## src/rtl/stim_scheduler.sv

```systemverilog
// rtl/stim_scheduler.sv - closed-loop stimulation sequencer: consecutive-detect trigger, pulse train, refractory lockout
module stim_scheduler #(
  parameter int WS_WIDTH       = 12,
  parameter int THRESHOLD      = 300,
  parameter int CONSEC_REQ     = 3,
  parameter int PULSE_ON       = 200,
  parameter int PULSE_OFF      = 800,
  parameter int N_PULSES       = 5,
  parameter int REFRACT_CYCLES = 10000,
  parameter int TIMER_WIDTH    = 16,
  parameter int CNT_WIDTH      = 4,
  parameter int STIMCNT_WIDTH  = 16
) (
  input  logic                       clk,
  input  logic                       rst,
  input  logic                       en,
  input  logic                       ws_valid,
  input  logic signed [WS_WIDTH-1:0] weighted_sum,
  output logic                       stimulation,
  output logic                       busy,
  output logic [1:0]                 state_out,
  output logic [CNT_WIDTH-1:0]       consec_cnt,
  output logic [STIMCNT_WIDTH-1:0]   stim_count
);

  typedef enum logic [1:0] {
    DETECT   = 2'd0,
    STIM_ON  = 2'd1,
    STIM_OFF = 2'd2,
    REFRACT  = 2'd3
  } state_t;

  localparam logic signed [WS_WIDTH-1:0] THRESH      = WS_WIDTH'(THRESHOLD);
  localparam logic [CNT_WIDTH-1:0]       CONSEC_LAST = CNT_WIDTH'(CONSEC_REQ - 1);
  localparam logic [CNT_WIDTH-1:0]       PULSE_LAST  = CNT_WIDTH'(N_PULSES - 1);
  localparam logic [TIMER_WIDTH-1:0]     ON_LAST     = TIMER_WIDTH'(PULSE_ON - 1);
  localparam logic [TIMER_WIDTH-1:0]     OFF_LAST    = TIMER_WIDTH'(PULSE_OFF - 1);
  localparam logic [TIMER_WIDTH-1:0]     REF_LAST    = TIMER_WIDTH'(REFRACT_CYCLES - 1);

  state_t                   state, state_nxt;
  logic [TIMER_WIDTH-1:0]   timer, timer_nxt;
  logic [CNT_WIDTH-1:0]     pulse, pulse_nxt;
  logic [CNT_WIDTH-1:0]     consec_nxt;
  logic [STIMCNT_WIDTH-1:0] stim_count_nxt;
  logic                     detect;

  assign detect = (weighted_sum >= THRESH);

  always_ff @(posedge clk) begin
    if (rst) begin
      state      <= DETECT;
      timer      <= '0;
      pulse      <= '0;
      consec_cnt <= '0;
      stim_count <= '0;
    end else begin
      state      <= state_nxt;
      timer      <= timer_nxt;
      pulse      <= pulse_nxt;
      consec_cnt <= consec_nxt;
      stim_count <= stim_count_nxt;
    end
  end

  always_comb begin
    state_nxt      = state;
    timer_nxt      = timer;
    pulse_nxt      = pulse;
    consec_nxt     = consec_cnt;
    stim_count_nxt = stim_count;
    if (en) begin
      state_nxt  = DETECT;
      timer_nxt  = '0;
      pulse_nxt  = '0;
      consec_nxt = '0;
    end else begin
      case (state)
        DETECT: begin
          if (ws_valid) begin
            if (!detect) begin
              consec_nxt = '0;
            end else if (consec_cnt == CONSEC_LAST) begin
              state_nxt  = STIM_ON;
              consec_nxt = '0;
              timer_nxt  = '0;
              pulse_nxt  = '0;
              if (stim_count != '1) stim_count_nxt = stim_count + STIMCNT_WIDTH'(1);
            end else begin
              consec_nxt = consec_cnt + CNT_WIDTH'(1);
            end
          end
        end
        STIM_ON: begin
          if (timer == ON_LAST) begin
            state_nxt = STIM_OFF;
            timer_nxt = '0;
          end else begin
            timer_nxt = timer + TIMER_WIDTH'(1);
          end
        end
        STIM_OFF: begin
          if (timer == OFF_LAST) begin
            timer_nxt = '0;
            if (pulse == PULSE_LAST) begin
              state_nxt = REFRACT;
            end else begin
              pulse_nxt = pulse + CNT_WIDTH'(1);
              state_nxt = STIM_ON;
            end
          end else begin
            timer_nxt = timer + TIMER_WIDTH'(1);
          end
        end
        default: begin
          // ws_valid is dropped here; consec_cnt was cleared on trigger and stays 0
          if (timer == REF_LAST) begin
            state_nxt  = DETECT;
            timer_nxt  = '0;
            consec_nxt = '0;
          end else begin
            timer_nxt = timer + TIMER_WIDTH'(1);
          end
        end
      endcase
    end
  end

  assign stimulation = (state == STIM_ON);
  assign busy        = (state != DETECT);
  assign state_out   = state;

endmodule

```

## config.mk

```make
export PLATFORM = sky130hd
export DESIGN_NAME = stim_scheduler
export DESIGN_NICKNAME = d
export VERILOG_FILES = /design/src/rtl/stim_scheduler.sv
export SDC_FILE = /design/constraint.sdc
export NUM_CORES = 1
export LEC_CHECK = 0
export CAP_MARGIN = 20
export CORE_ASPECT_RATIO = 1.75
export CORE_UTILIZATION = 50
export CTS_BUF_LIST = sky130_fd_sc_hd__clkbuf_4 sky130_fd_sc_hd__clkbuf_8
export CTS_CLUSTER_DIAMETER = 200
export DETAILED_ROUTE_END_ITERATION = 10
export GPL_TIMING_DRIVEN = 0
export PLACE_DENSITY = 0.79
export SLEW_MARGIN = 30
export SYNTH_ARGS = -nofsm -noshare
export SYNTH_HDL_FRONTEND = slang
export SYNTH_SLANG_ARGS = --single-unit
```

## constraint.sdc

```tcl
create_clock -name clk -period 2.4 [get_ports clk]
set_clock_uncertainty 0.15 [all_clocks]
set_input_delay 0.36 -clock clk [delete_from_list [all_inputs] [get_ports clk]]
set_output_delay 0.36 -clock clk [all_outputs]
set_load 0.02 [all_outputs]
```

==> results by stage <==
Layout:
- Cells with a size suffix above 1 make up 14.5% of the layout.
- Leaving out fill and tap cells, the most frequent cell in the layout is dfxtp_1.
- The number of antenna diodes in the final layout is 0.
- After filler insertion, the fill cell instance count of the layout stands at 387.
- Relative to the synthesized area, the layout overhead comes to 30.7%.
- The library cells used most frequently in the layout, excluding fill and tap cells, are dfxtp_1, nor2_1, clkdlybuf4s50_1.
- The finished cells cover 0.00318 mm2.
- The count of nets after finishing is 386.

Setup path:
- The worst register-to-register path has a setup slack of 0.07 ns.
- Counting cells, the worst reg-to-reg path comes to 8.
- The worst path arrival time is 2.44 ns.
- The required arrival time at the worst endpoint is 2.48 ns.
- The type of the setup path with the least slack is in -> reg.
- The peak fanout along the critical path is 7.
- The worst setup path is launched from an input port.
- The worst register-to-register path ends at state_out[0].
- The first element of the critical path is weighted_sum[3].
- STA classifies the critical path endpoint as a flip-flop.
- The worst register-to-register path begins at consec_cnt[0].

Route:
- The detailed-route wire length is 6.40 mm.
- After detailed routing, the number of remaining DRC violations is 0.
- The first detailed-routing pass took 5 iterations.
- The routed length per instance is 15.6 um.
- The via density per instance is 6.06.
- The number of DRC markers after the initial detailed-route iteration is 102.
- The detail route stage leaves a number of antenna-violating nets equal to 0.
- The routed layout has 2489 vias.

Power and ir drop:
- The peak ir drop on the vdd network is 0.000383 V.
- Power spread over the standard cell area amounts to 383 mW/mm2.
- After layout, the design draws a total of 1220 uW.
- For this design the static power due to leakage is 0.00114 uW.

STA:
- Setup violations remaining at the end of the flow were counted as 0.
- The share of the cycle needed by the critical path after routing is 98.2%.
- At the pin with the least slew margin, the transition time is 0.550 ns.
- Setup repair after global routing could not meet its margin everywhere.
- The maximum clock frequency is 424 MHz.
- The worst slew slack as a fraction of its limit is 63.3%.
- The time the worst path needs with I/O delays and setup is 2.36 ns.
- The number of hold violations in the final report is 0.
- The max-slew violation count is 0.

Yosys:
- A synthesized cell averages 8.04 um2.
- The post-synthesis cell area is 0.00243 mm2.
- The count of state elements after synthesis is 42.
- The share of synthesized area occupied by flip-flops and latches is 34.5%.
- For this run, the leading register cell type out of synthesis is dfxtp_1.
- Synthesis produced a netlist whose cell count is 303.
- Of all flip-flops after synthesis, the portion carrying an async set or reset was 0%.
- Counting flops with a built-in enable in the synthesized netlist gives 0.
- For this run, the number of Yosys warnings is 0.
- The netlist uses 49 different library cells.
- The synthesized netlist net count is 329.

Die:
- The die is 54.8 um wide.
- In this run the count of I/O pins placed on the die edge is 40.
- The floorplan step defined a die boundary enclosing 0.00516 mm2.
- The chip height is 94.3 um.
- The number of placement rows is 33.
- The floorplan step defined a core boundary enclosing 0.00467 mm2.
- The initial cell density of the core is 52.2%.

Clock network:
- In this run, post-CTS hold repair placed 0 buffers.
- Clock-pin slew was measured on the worst setup and hold paths at 0.08 ns.
- The clock drives 42 sinks.
- The later pin in the worst-skew pair is clocked with a latency of 0.30 ns.
- Clock tree synthesis selected as its root buffer the cell clkbuf_8.
- CTS built an H-tree with a depth of 2.
- TritonCTS built the clock tree.
- No sink is reached through more buffers than the 2 on the longest clock path.
- TritonCTS created 5 clock buffers.

Run status:
- The run finished with clean final reports.

Min path:
- The worst hold path terminates at stim_count[4].
- The worst hold path begins at rst.
- The worst min-delay path category is in -> reg.
- Along the worst hold path, the cell count comes to 2.

Global route:
- The wire length of the first global-routing pass is 9.94 mm.
- After global routing the overflow that remains totals 0.
- The number of global-route vias before repair is 2258.
- Entering global routing, the biggest net connects 12 pins.
- In the global route stage, overall resource usage came out at 25.8%.
- The initial antenna violation count came to 0.

Placed design:
- The placed standard-cell area is 0.00286 mm2.
- Once detailed placement completed, the half-perimeter wirelength came to 4.42 mm.
- The count of port buffers added during placement is 36.
- The congestion estimate from routability-driven global placement came to 0.846.

Flow run:
- The max-capacitance violation count is 0.
-- how the worst max path moves through the flow --
stage,end,slack [ns]
2_1_floorplan,stim_count[14],0.01
5_1_grt,timer[6],-0.009
3_5_place_dp,stim_count[3],-0.43
6_report,state_out[0],0.04
4_1_cts,stim_count[3],-0.06
3_3_place_gp,stim_count[9],-0.42
-- state kept, by name, indices dropped and copies added, names as in the netlist --
| signal | flops |
|---|---|
| pulse | 4 |
| stim_count | 16 |
| state_out | 2 |
| timer | 16 |
| consec_cnt | 4 |
-- kinds of logic (layout without fill, tap and decap cells) --
logic type	count (synthesis)	after routing	share of synthesized area, %
and+or+nand+nor	155	155	36.2
AOI/OAI and AO/OA	53	53	13.3
DFF	42	42	34.5
buffers and inverters	25	81	4.11
xor gates and xnor gates	15	15	5.40
adders and majority gates	10	10	5.14
muxes	3	3	1.28
-- final cells by class --
cell class / instances / area [um2] / share of cell area (%)
Multi-Input combinational cell: 236 / 1610 / 50.6
Sequential cell: 42 / 850 / 26.7
Buffer: 11 / 50.0 / 1.57
Inverter: 13 / 48.8 / 1.53
Timing Repair Buffer: 51 / 475 / 14.9
Tap cell: 52 / 65.1 / 2.04
Clock buffer: 6 / 82.6 / 2.60
-- metrics by stage --
stage / TNS (ns) / utilization (%) / hold WS (ns) / setup WS, ns / instances
5_1_grt: -0.0219 / 68.2 / 0.311 / -0.00948 / 411
4_1_cts: -0.715 / 64.6 / 0.265 / -0.0598 / 399
2_1_floorplan: 0 / - / 0.296 / 0.0144 / 303
6_report: 0 / 68.2 / 0.259 / 0.0425 / 411
3_3_place_gp: -8.74 / 61.4 / 0.313 / -0.416 / 391
3_5_place_dp: -9.40 / 61.4 / 0.317 / -0.431 / 391
-- power breakdown --
| part | switching [uW] | total, uW | internal [uW] |
|---|---|---|---|
| sequential | 0.346 | 696 | 696 |
| clock | 237 | 459 | 222 |
| combinational | 33.0 | 62.9 | 29.9 |
| total | 271 | 1220 | 948 |
-- cell usage after synthesis, drive strengths merged, types with 3 or more instances --
library cell	count	area, um2
nand4	14	87.6
nor2	35	131
buf	5	25.0
a21oi	15	75.1
nand2	23	86.3
and2	5	31.3
o22ai	4	25.0
and4	9	78.8
ha	10	125
nor4	10	75.1
nor3b	3	27.5
and4b	3	30.0
or3	3	18.8
dfxtp	42	841
nand3	21	105
inv	13	48.8
o21ai	20	100
clkbuf	7	26.3
nor3	5	36.3
nand2b	3	18.8
and3	10	62.6
xor2	14	123
-- timing repair --
action                     4_1_cts  5_1_grt
resized for setup               11       20
pin swaps                        6       10
setup buffers                    3       12
cloned                           0        0
setup endpoints to repair       36       34
-- routing by layer --
metal,vias up,global-route usage (%),share of wire (%),wire [um]
li1,1215,-,-,-
met1,1183,28.8,39,2520
met2,75,44.4,54,3460
met3,16,3.72,3.5,224
met4,0,13.5,3.0,194
met5,-,0,0,0
-- critical path: stages --
cell and delay, ns:
clkdlybuf4s50_1 0.45, a21oi_1 0.08, o211a_4 0.28, o21a_4 0.26
or4_4 0.54, or3_1 0.32, a21oi_1 0.14
(Power assumes the default switching activity.)
==> edit 1 (config.mk and constraints unchanged) <==
Change the parameter `STIMCNT_WIDTH` from 16 to 14.
--- a/src/rtl/stim_scheduler.sv
+++ b/src/rtl/stim_scheduler.sv
@@ -10,5 +10,5 @@
   parameter int TIMER_WIDTH    = 16,
   parameter int CNT_WIDTH      = 4,
-  parameter int STIMCNT_WIDTH  = 16
+  parameter int STIMCNT_WIDTH  = 14
 ) (
   input  logic                       clk,
Ports: changed (resized stim_count); port bits go from 40 to 38. The function was not compared with the original's and may differ.
==> edit 1 against the original RTL <==
- via count shrank 4.3%
- total power shrank 5.1%
- synthesized area shrank 5.5%
- setup slack gained 0.016 ns
- final area shrank 7.7%
- sequential cell count shrank 2
- routed wire length shrank 1.8%
==> edit 1: results <==
critical_path:
  reg2reg_from: "timer[7]"
  slowest_delay_ns: 0.62
  cp-start-kind: "register"
synthesis:
  synth_compound_area_share_pct: 18.0
  synth_commonest_cells: "dfxtp_1, nor2_1, nand2_1, nand3_1, nor3_1"
  synth_xor_xnor_area_share_pct: 4.19
  synthMuxAreaShare_pct: 1.31
  ys_top_cells_by_area: "dfxtp_1, nor2_1, ha_1, nand2_1, nand3_1"
clock_tree:
  cts_setup_buffers: 1
detailed_routing:
  via_per_inst: 6.17
  wirelength_um: 6280
  dr.first_iter.drc_count: 45
  firstDrtPassIters: 4
pwr:
  p_clk_share_pct: 37.0
  p_leak_nw: 1.00
  ir_worst_vdd_mv: 0.399
  p_int_mw: 0.902
placement:
  portBuffers: 35
  placed_cell_area_um2: 2710
  dp_slack_ns: -0.411
  gp_congestion: 0.931
sta:
  holdWs_ns: 0.242
layout:
  layout-drive-gt1-share_pct: 11.9
floorplan:
  die_width_um: 53.3
global_route:
  grt_pass1_wl_um: 9480
status:
  status: "completed"
hold_path:
  min_to: "stim_count[7]"
==> edit 1: cell count changes after synthesis, moves of 4 or more <==
cell	delta
xnor2_1	+9
nand4_1	-5
inv_1	-4
o22ai_1	-4
and3_1	-7
a22o_1	+8
buf_2	-5
xor2_1	-13
a21oi_1	-6
nor3_1	+15
and4_1	-9
==> edit 1: area by class of cell <==
cell class / instances / area, µm²
clock buffers: 6 / 76.3
fillers: 386 / 1470
well taps: 51 / 63.8
flip-flops and latches: 40 / 810
clock inverters: 1 / 5.00
multi-input cells: 230 / 1510
plain buffers: 8 / 38.8
repair buffers: 41 / 397
inverters: 9 / 33.8
==> edit 1: layer usage <==
| metal | vias to the layer above | wire (µm) |
|---|---|---|
| li1 | 1149 | - |
| met1 | 1130 | 2320 |
| met2 | 79 | 3430 |
| met3 | 23 | 287 |
| met4 | 0 | 250 |
| met5 | - | 0 |
==> edit 2 (config.mk and constraints unchanged) <==
Made on the original files. Reset style: asynchronous (`rst`), changed in one clocked block.
--- a/src/rtl/stim_scheduler.sv
+++ b/src/rtl/stim_scheduler.sv
@@ -47,5 +47,5 @@
   assign detect = (weighted_sum >= THRESH);
 
-  always_ff @(posedge clk) begin
+  always_ff @(posedge clk or posedge rst) begin
     if (rst) begin
       state      <= DETECT;
Formal check against the unedited RTL: differs if rst is asserted again (counterexample within 4 cycles, from zero or initial values and one cycle with rst high); with rst held inactive, the same outputs for 10 cycles.
==> edit 2 against the original RTL <==
- setup slack better by 0.0062 ns
- first-iteration DRC count is 7.8% higher
- sequential cell count unchanged
- final area rose by 2.4%
- routed wire length is 0.63% higher
- synthesized area rose by 3.0%
- non-clock buffer count down 13
- largest cell class unchanged
Power is not compared: it rests on default switching activity, and its combinational part moved more than twofold at a synthesized area within 25%.
==> edit 2: results <==
synthesis:
  ys_top_cells_by_area: "dfrtp_1, ha_1, nor2_1, nand2_1, xor2_1"
  synth_cell_types: 54
  syn-instance-count: 262
  synth_commonest_cells: "dfrtp_1, nor2_1, nand2_1, a21oi_1, nand4_1"
  synthFlopType: "dfrtp_1"
  synth-seq-area-share_pct: 41.9
  synth_warnings: 0
global_route:
  grt_pass1_wl_um: 10100
  grt_use_met2_pct: 47.4
  grt_use_met1_pct: 24.0
  grt.total_usage_pct: 24.3
  gr-usage-met3_pct: 4.07
  grt_max_degree: 25
layout:
  layout-drive-gt1-share_pct: 14.2
  finalNetCount: 342
  final.fill_count: 375
placement:
  dp.final_hpwl_um: 4570
  portBuffers: 37
  gp_congestion: 0.809
  place_inst: 352
detailed_routing:
  wl_per_cell_um: 17.4
  met2_wirelength_um: 3600
  via_per_inst: 6.16
  met1_length_um: 2430
  vias: 2274
  firstDrtPassIters: 4
critical_path:
  slowest_delay_ns: 0.59
  worstPathArrival_ns: 2.40
  slowest_stage: "clkdlybuf4s50_1"
  path_max_fanout: 6
hold_path:
  hold_class: "in2async"
clock_tree:
  cts_setup_buffers: 4
sta:
  worst_pin_slew_ns: 0.590
status:
  status: "completed"
## edit 2: critical path: cells and delay by family
family                 cells  cell delay (ns)
and+or+nand+nor            2             0.60
AOI/OAI and AO/OA          2             0.35
buffers and inverters      2             0.74
muxes                      1             0.32
## edit 2: where the power goes
group | switching [mW] | internal, mW
combinational | 0.482 | 0.370
sequential | 0.0443 | 0.752
clock | 0.252 | 0.244
## edit 2: path summary, 6_finish.rpt
path,cells after the start,endpoint,slack (ns),from
hold reg to reg,1,pulse[3],0.34,pulse[3]
setup reg to reg,8,state_out[0],0.07,consec_cnt[0]
min in group clk,1,pulse[3],0.34,pulse[3]
setup / recovery,7,state_out[0],0.05,ws_valid
max in group asynchronous,3,consec_cnt[1],1.30,rst
hold / removal,2,pulse[0],0.29,rst
## edit 2: kinds of logic after synthesis
group | count (synthesis) | share of synthesized area (%)
xor+xnor | 19 | 6.64
fa+ha+maj | 10 | 4.99
buf+inv | 11 | 1.70
flops | 42 | 41.9
mux | 3 | 1.30
compound gates | 50 | 14.1
simple gates | 127 | 29.4
## edit 2: area by class of cell
class | instances | area, µm² | share of cell area, %
plain buffers | 2 | 10.0 | 0.307
repair buffers | 47 | 478 | 14.7
multi-input cells | 209 | 1520 | 46.7
well taps | 52 | 65.1 | 2.00
flip-flops and latches | 42 | 1050 | 32.3
clock inverters | 1 | 5.00 | 0.154
clock buffers | 7 | 90.1 | 2.76
inverters | 9 | 33.8 | 1.04
## edit 2: through the flow
| step | setup WS (ns) | utilization, % | area (µm²) |
|---|---|---|---|
| after global placement | -0.392 | 62.1 | 2950 |
| after CTS | 0.00981 | 66.3 | 3150 |
| final | 0.0487 | 68.6 | 3260 |
| after global routing | -0.0151 | 68.6 | 3260 |
| after floorplan | 0.0284 | - | 2510 |
| after detailed placement | -0.416 | 62.6 | 2970 |
